## src/rtl/unlock_pkg.sv

```systemverilog
// Shared definitions for the ASCII unlock interface.
// Holds the transmitter FSM state type, which the detector bench also uses,
// the ASCII character constants and the default unlock code.
// No ports.
package unlock_pkg;

   typedef enum logic [1:0] {
      IDLE = 2'd0,
      SEND = 2'd1,
      DONE = 2'd2
   } tx_state_t;

   localparam logic [7:0] CH_A    = 8'h41;
   localparam logic [7:0] CH_B    = 8'h42;
   localparam logic [7:0] CH_C    = 8'h43;
   localparam logic [7:0] CH_D    = 8'h44;
   localparam logic [7:0] CH_IDLE = 8'h00;

   // First-sent character sits in the most-significant byte.
   localparam logic [31:0] DEFAULT_CODE_ABCA = {CH_A, CH_B, CH_C, CH_A};

endpackage

```

## src/rtl/unlock_code_regs.sv

```systemverilog
// CODE_LEN x 8 register file holding the unlock code.
// Ports:
//   i_clk      rising-edge clock
//   i_rst      asynchronous active-high reset, reloads DEFAULT_CODE
//   i_wr_en    write strobe, already qualified by the caller (idle only)
//   i_wr_idx   slot to write, 0 = first sent; out-of-range slots are dropped
//   i_wr_char  character to store
//   i_rd_idx   slot to read
//   o_rd_char  combinational read of slot i_rd_idx
module unlock_code_regs
   import unlock_pkg::*;
#(
   parameter int                    CODE_LEN     = 4,
   parameter logic [CODE_LEN*8-1:0] DEFAULT_CODE = DEFAULT_CODE_ABCA,
   parameter int                    IDXW         = (CODE_LEN > 1) ? $clog2(CODE_LEN) : 1
) (
   input  logic            i_clk,
   input  logic            i_rst,
   input  logic            i_wr_en,
   input  logic [IDXW-1:0] i_wr_idx,
   input  logic [7:0]      i_wr_char,
   input  logic [IDXW-1:0] i_rd_idx,
   output logic [7:0]      o_rd_char
);

   localparam logic [IDXW:0] LEN = (IDXW+1)'(CODE_LEN);

   logic [7:0] r_code [CODE_LEN];
   logic       w_idx_ok;

   // Zero-extend so the range check also works when CODE_LEN is not a power of two.
   assign w_idx_ok = ({1'b0, i_wr_idx} < LEN);

   always_ff @(posedge i_clk or posedge i_rst) begin
      if (i_rst) begin
         for (int i = 0; i < CODE_LEN; i++) begin
            r_code[i] <= DEFAULT_CODE[(CODE_LEN-1-i)*8 +: 8];
         end
      end else if (i_wr_en && w_idx_ok) begin
         r_code[i_wr_idx] <= i_wr_char;
      end
   end

   assign o_rd_char = r_code[i_rd_idx];

endmodule

```

## src/rtl/unlock_code_tx.sv

```systemverilog
// Transmit side of the ASCII unlock interface.
// Stores a programmable CODE_LEN-character code and, on start, offers it one
// character per ready/valid transfer. All outputs are registered.
// Optional build macro: UNLOCK_TX_PARITY_EN -- bit 7 of every offered
// character becomes the even parity of bits 6:0.
// Ports:
//   clk        rising-edge clock
//   reset      asynchronous active-high reset
//   wr_en      code write strobe (honoured only when idle)
//   wr_idx     slot to write, 0 = first sent
//   wr_char    character to store
//   start      request to send the stored code (honoured only when idle)
//   ready      sink accepts ascii_out this cycle
//   ascii_out  character on offer, 8'h00 when not valid
//   valid      ascii_out carries a code character
//   busy       sequence in progress (SEND or DONE)
//   done       one-cycle pulse after the last character is accepted
module unlock_code_tx
   import unlock_pkg::*;
#(
   parameter int                    CODE_LEN     = 4,
   parameter logic [CODE_LEN*8-1:0] DEFAULT_CODE = DEFAULT_CODE_ABCA,
   parameter int                    IDXW         = (CODE_LEN > 1) ? $clog2(CODE_LEN) : 1
) (
   input  logic            clk,
   input  logic            reset,
   input  logic            wr_en,
   input  logic [IDXW-1:0] wr_idx,
   input  logic [7:0]      wr_char,
   input  logic            start,
   input  logic            ready,
   output logic [7:0]      ascii_out,
   output logic            valid,
   output logic            busy,
   output logic            done
);

   localparam logic [IDXW-1:0] LAST_IDX = IDXW'(CODE_LEN - 1);

   tx_state_t       r_state, w_state_nxt;
   logic [IDXW-1:0] r_idx, w_idx_nxt;
   logic [7:0]      r_ascii, w_ascii_nxt;
   logic            r_valid, w_valid_nxt;
   logic            r_busy, w_busy_nxt;
   logic            r_done, w_done_nxt;
   logic [7:0]      w_rd_char;
   logic            w_wr_ok;

   function automatic logic [7:0] f_out_char(input logic [7:0] c);
`ifdef UNLOCK_TX_PARITY_EN
      return {^c[6:0], c[6:0]};
`else
      return c;
`endif
   endfunction

   // The code is locked while a sequence is running.
   assign w_wr_ok = wr_en && (r_state == IDLE);

   unlock_code_regs #(
      .CODE_LEN     (CODE_LEN),
      .DEFAULT_CODE (DEFAULT_CODE),
      .IDXW         (IDXW)
   ) u_regs (
      .i_clk     (clk),
      .i_rst     (reset),
      .i_wr_en   (w_wr_ok),
      .i_wr_idx  (wr_idx),
      .i_wr_char (wr_char),
      .i_rd_idx  (w_idx_nxt),
      .o_rd_char (w_rd_char)
   );

   // The read mux looks at the next index so the registered ascii_out already
   // shows the following character on the edge of each transfer.
   always_comb begin
      w_state_nxt = r_state;
      w_idx_nxt   = r_idx;
      w_ascii_nxt = r_ascii;
      w_valid_nxt = r_valid;
      w_busy_nxt  = r_busy;
      w_done_nxt  = 1'b0;
      unique case (r_state)
         IDLE: begin
            w_idx_nxt   = '0;
            w_ascii_nxt = CH_IDLE;
            w_valid_nxt = 1'b0;
            w_busy_nxt  = 1'b0;
            if (start) begin
               w_state_nxt = SEND;
               w_ascii_nxt = f_out_char(w_rd_char);
               w_valid_nxt = 1'b1;
               w_busy_nxt  = 1'b1;
            end
         end
         SEND: begin
            if (ready) begin
               if (r_idx == LAST_IDX) begin
                  w_state_nxt = DONE;
                  w_idx_nxt   = '0;
                  w_ascii_nxt = CH_IDLE;
                  w_valid_nxt = 1'b0;
                  w_done_nxt  = 1'b1;
               end else begin
                  w_idx_nxt   = r_idx + IDXW'(1);
                  w_ascii_nxt = f_out_char(w_rd_char);
               end
            end
         end
         DONE: begin
            w_state_nxt = IDLE;
            w_idx_nxt   = '0;
            w_ascii_nxt = CH_IDLE;
            w_valid_nxt = 1'b0;
            w_busy_nxt  = 1'b0;
         end
         default: begin
            w_state_nxt = IDLE;
            w_idx_nxt   = '0;
            w_ascii_nxt = CH_IDLE;
            w_valid_nxt = 1'b0;
            w_busy_nxt  = 1'b0;
         end
      endcase
   end

   always_ff @(posedge clk or posedge reset) begin
      if (reset) begin
         r_state <= IDLE;
         r_idx   <= '0;
         r_ascii <= CH_IDLE;
         r_valid <= 1'b0;
         r_busy  <= 1'b0;
         r_done  <= 1'b0;
      end else begin
         r_state <= w_state_nxt;
         r_idx   <= w_idx_nxt;
         r_ascii <= w_ascii_nxt;
         r_valid <= w_valid_nxt;
         r_busy  <= w_busy_nxt;
         r_done  <= w_done_nxt;
      end
   end

   assign ascii_out = r_ascii;
   assign valid     = r_valid;
   assign busy      = r_busy;
   assign done      = r_done;

endmodule
```

## config.mk

```make
export PLATFORM = sky130hd
export DESIGN_NAME = unlock_code_tx
export DESIGN_NICKNAME = d
export VERILOG_FILES = /design/src/rtl/unlock_pkg.sv /design/src/rtl/unlock_code_regs.sv /design/src/rtl/unlock_code_tx.sv
export SDC_FILE = /design/constraint.sdc
export NUM_CORES = 1
export LEC_CHECK = 0
export ABC_CLOCK_PERIOD_IN_PS = 2100
export BUFFER_PORTS_ARGS = -buffer_cell sky130_fd_sc_hd__buf_2
export CORE_MARGIN = 3
export CORE_UTILIZATION = 57
export CTS_CLUSTER_DIAMETER = 40
export DETAILED_ROUTE_END_ITERATION = 7
export PLACE_DENSITY = 0.75
export SLEW_MARGIN = 25
export SYNTH_ARGS = -nofsm -noshare
export SYNTH_HDL_FRONTEND = slang
export SYNTH_SLANG_ARGS = --single-unit
```

## constraint.sdc

```tcl
create_clock -name clk -period 2.1 [get_ports clk]
set_input_delay 0.105 -clock clk [delete_from_list [all_inputs] [get_ports clk]]
set_output_delay 0.105 -clock clk [all_outputs]
set_load 0.01 [all_outputs]
```

==> metrics.md <==
| Metric | Value |
|---|---|
| CP Data Arrival Time | `2.07 ns` |
| Yosys top cell area share | `43.4%` |
| Complex-gate fraction of the synthesized area | `14.1%` |
| Post-route antenna net violation count | `0` |
| Setup crit end kind | `flop` |
| Post-synthesis register bit count | `47` |
| Layout cells sized above 1 | `41.3%` |
| # setup viols final | `0` |
| Floorplan row count | `21` |
| Final hold vios | `0` |
| Buffers added on ports | `25` |
| CTS Hold Buffers Added | `1` |
| Largest net degree at the start of global routing | `48` |
| Cell Area, Synth | `2190 um2` |
| DRT iter0 DRCs | `132` |
| Post-synthesis simple-gate area fraction | `9.76%` |
| Worst Skew | `0.0109 ns` |
| Most common cell in the netlist | `dfrtp_1` |
| Synth Instances | `172` |
| Setup bufs post-CTS | `0` |
| Post-synth top flop | `dfrtp_1` |
| Post-DP HPWL | `3440 um` |
| Worst slew pin tran | `0.659 ns` |
| Iteration count of the initial detailed-routing pass | `4` |
| Post-synthesis cell type count | `39` |
| Final worst-path setup slack | `0.207 ns` |
| Nets | `223` |
| Setup slack after placement | `0.265 ns` |
| XOR/XNOR Fraction of Synth Area | `0%` |
| LEAKAGE | `1.13 nW` |
| Initial Utilization | `62.3%` |
| Most Crowded Layer GR | `met2` |
| Synth Area per Inst | `12.7 um2` |
| Multiplexer area fraction after synthesis | `18.7%` |
| Peak VDD IR | `0.765 mV` |
| Synth top area cells | `dfrtp_1 43%, mux2_2 16%, dfstp_2 11%` |
| Routed WL per cell | `19.0 um` |
| GRT Util Overall | `23.7%` |
| Total gr overflow | `0` |
| Slew Viols, Final | `0` |
| Hold WS | `0.0748 ns` |
| Via count | `1600` |
| Seq/Total Area, Yosys | `54.2%` |
| Ys async rst share | `100%` |
| Relative slew margins | `55.9%` |
| Drt total wl | `4820 um` |
| Reg clk slew, reported paths | `0.09 ns` |
| RSZ-0062 raised after global routing | `false` |
| CTS HTree Levels | `2` |
| First-pass GRT wire length | `8070 um` |
| Total CTS buffers | `5` |
| Ant. Diodes | `0` |
| Worst Path Required | `2.27 ns` |
| CP startpoint kind | `flop` |
| Met2 usage | `41.6%` |
| Vias per cell | `6.30` |
| Number of synthesized flops with an enable pin | `0` |
| Most frequent cells after synthesis | `38 x dfrtp_1, 32 x mux2_2, 13 x nand2_1, 9 x dfstp_2, 9 x nor2_1` |
| Sink Count | `47` |
| PD cells | `1460 nW/um2` |
| Worst skew pair latency | `0.30 ns` |
| Grt met3 use | `4.11%` |
| Status | `finished clean` |
| Core box area | `3520 um2` |
| Hold WC Path Type | `input port to flop` |
| Vias in the first global route | `1671` |
| Die width | `68.0 um` |
| Post-CTS Resized | `0` |
| Synth Area in Adders | `0.571%` |
| Total of max-cap violations | `0` |
| Synth warn | `0` |
| Io pins | `26` |
| Mapped Nets | `188` |
| Largest family of logic cells by synthesized area | `multiplexers` |
| Met1 usage | `29.5%` |
| Tmin final | `1.89 ns` |
| FILL cells | `251` |
| CTS tree | `built` |
| Fmax | `528 MHz` |
| P&R area growth vs syn | `14.7%` |
| Setup_tns | `0 ns` |
| Die area | `4630 um2` |
| Tcrit/Tclk final | `90.2%` |
| DRC | `0` |
| Die height | `68.0 um` |
| Initial antenna violation count | `0` |
| Root buffer cell | `clkbuf_8` |
| Clock Tree Buf Depth | `2` |
| Crit Path Class | `flop to flop` |
| Routability Congestion | `0.897` |
| Critical-path maximum fanout | `6` |
| Area leader, netlist | `dfrtp_1` |
[routing by layer]
metal  routed length (um)  vias to the layer above
met2                 2580                       45
li1                     -                      720
met1                 2010                      829
met5                    0                        -
met4                   46                        0
met3                  183                        6
[layout make-up]
cell class	count	area, um2	area share, %
Inverter	4	15.0	0.597
Tap cell	46	57.6	2.29
Multi-Input combinational cell	114	946	37.6
Clock buffer	7	76.3	3.03
Clock inverter	1	30.0	1.19
Timing Repair Buffer	35	203	8.06
Sequential cell	47	1190	47.2
[critical path: stages, from the launching register on]
cell and delay [ns]:
dfrtp_1 0.39, ha_1 0.22, nor2b_1 0.34, nand3_2 0.19
o221a_2 0.31, a221o_1 0.33
[worst paths after layout]
check                                  start                to  slack, ns  cells after the start
min in group asynchronous              reset  u_regs.r_code[3]       0.48                      4
worst max register to register      r_idx[0]      ascii_out[4]       0.21                      5
worst max-delay path                r_idx[0]      ascii_out[4]       0.21                      5
max in group asynchronous              reset      ascii_out[4]       1.20                      4
worst min-delay path              wr_char[1]  u_regs.r_code[1]       0.07                      2
worst min register to register  ascii_out[0]      ascii_out[0]       0.51                      2
[where the power goes]
group          switching [mW]  internal, mW  total (mW)
clock                   0.285         0.356       0.642
sequential              0.289          1.39        1.68
combinational           0.658         0.690        1.35
[state kept, by name (all words and copies together) (netlist names)]
register,count
valid,1
u_regs.r_code,32
ascii_out,8
done,1
busy,1
r_state,2
r_idx,2
[cells in the final DEF, fill, tap and decap left out, drive strengths merged, types with 2 or more instances in the layout]
master / synthesis / routed
a21o: 2 / 2
a21oi: 3 / 3
a2bb2oi: 3 / 3
buf: 4 / 34
clkbuf: 3 / 7
clkinv: 1 / 2
dfrtp: 38 / 38
dfstp: 9 / 9
inv: 3 / 2
mux2: 32 / 32
mux2i: 5 / 5
nand2: 13 / 13
nor2: 9 / 9
nor2b: 2 / 2
nor3b: 2 / 2
o211ai: 8 / 8
o21a: 2 / 2
o21ai: 3 / 3
o221a: 2 / 2
o221ai: 7 / 7
o22a: 2 / 2
o22ai: 5 / 5
[kinds of logic (layout without fill, tap and decap cells)]
logic type / count (synthesis) / in the layout
compound gates: 40 / 40
fa+ha+maj: 1 / 1
buf+inv: 11 / 47
flops: 47 / 47
mux: 37 / 37
simple gates: 36 / 36
[per-stage QoR]
step	cell area, um2	instances	utilization (%)	power (mW)
after floorplan	2190	172	-	2.59
after global placement	2400	245	68.1	2.92
after detailed placement	2400	245	68.1	3.02
after CTS	2510	254	71.4	3.67
after global routing	2510	254	71.4	3.89
final	2510	254	71.4	3.67
(Power assumes the default switching activity.)
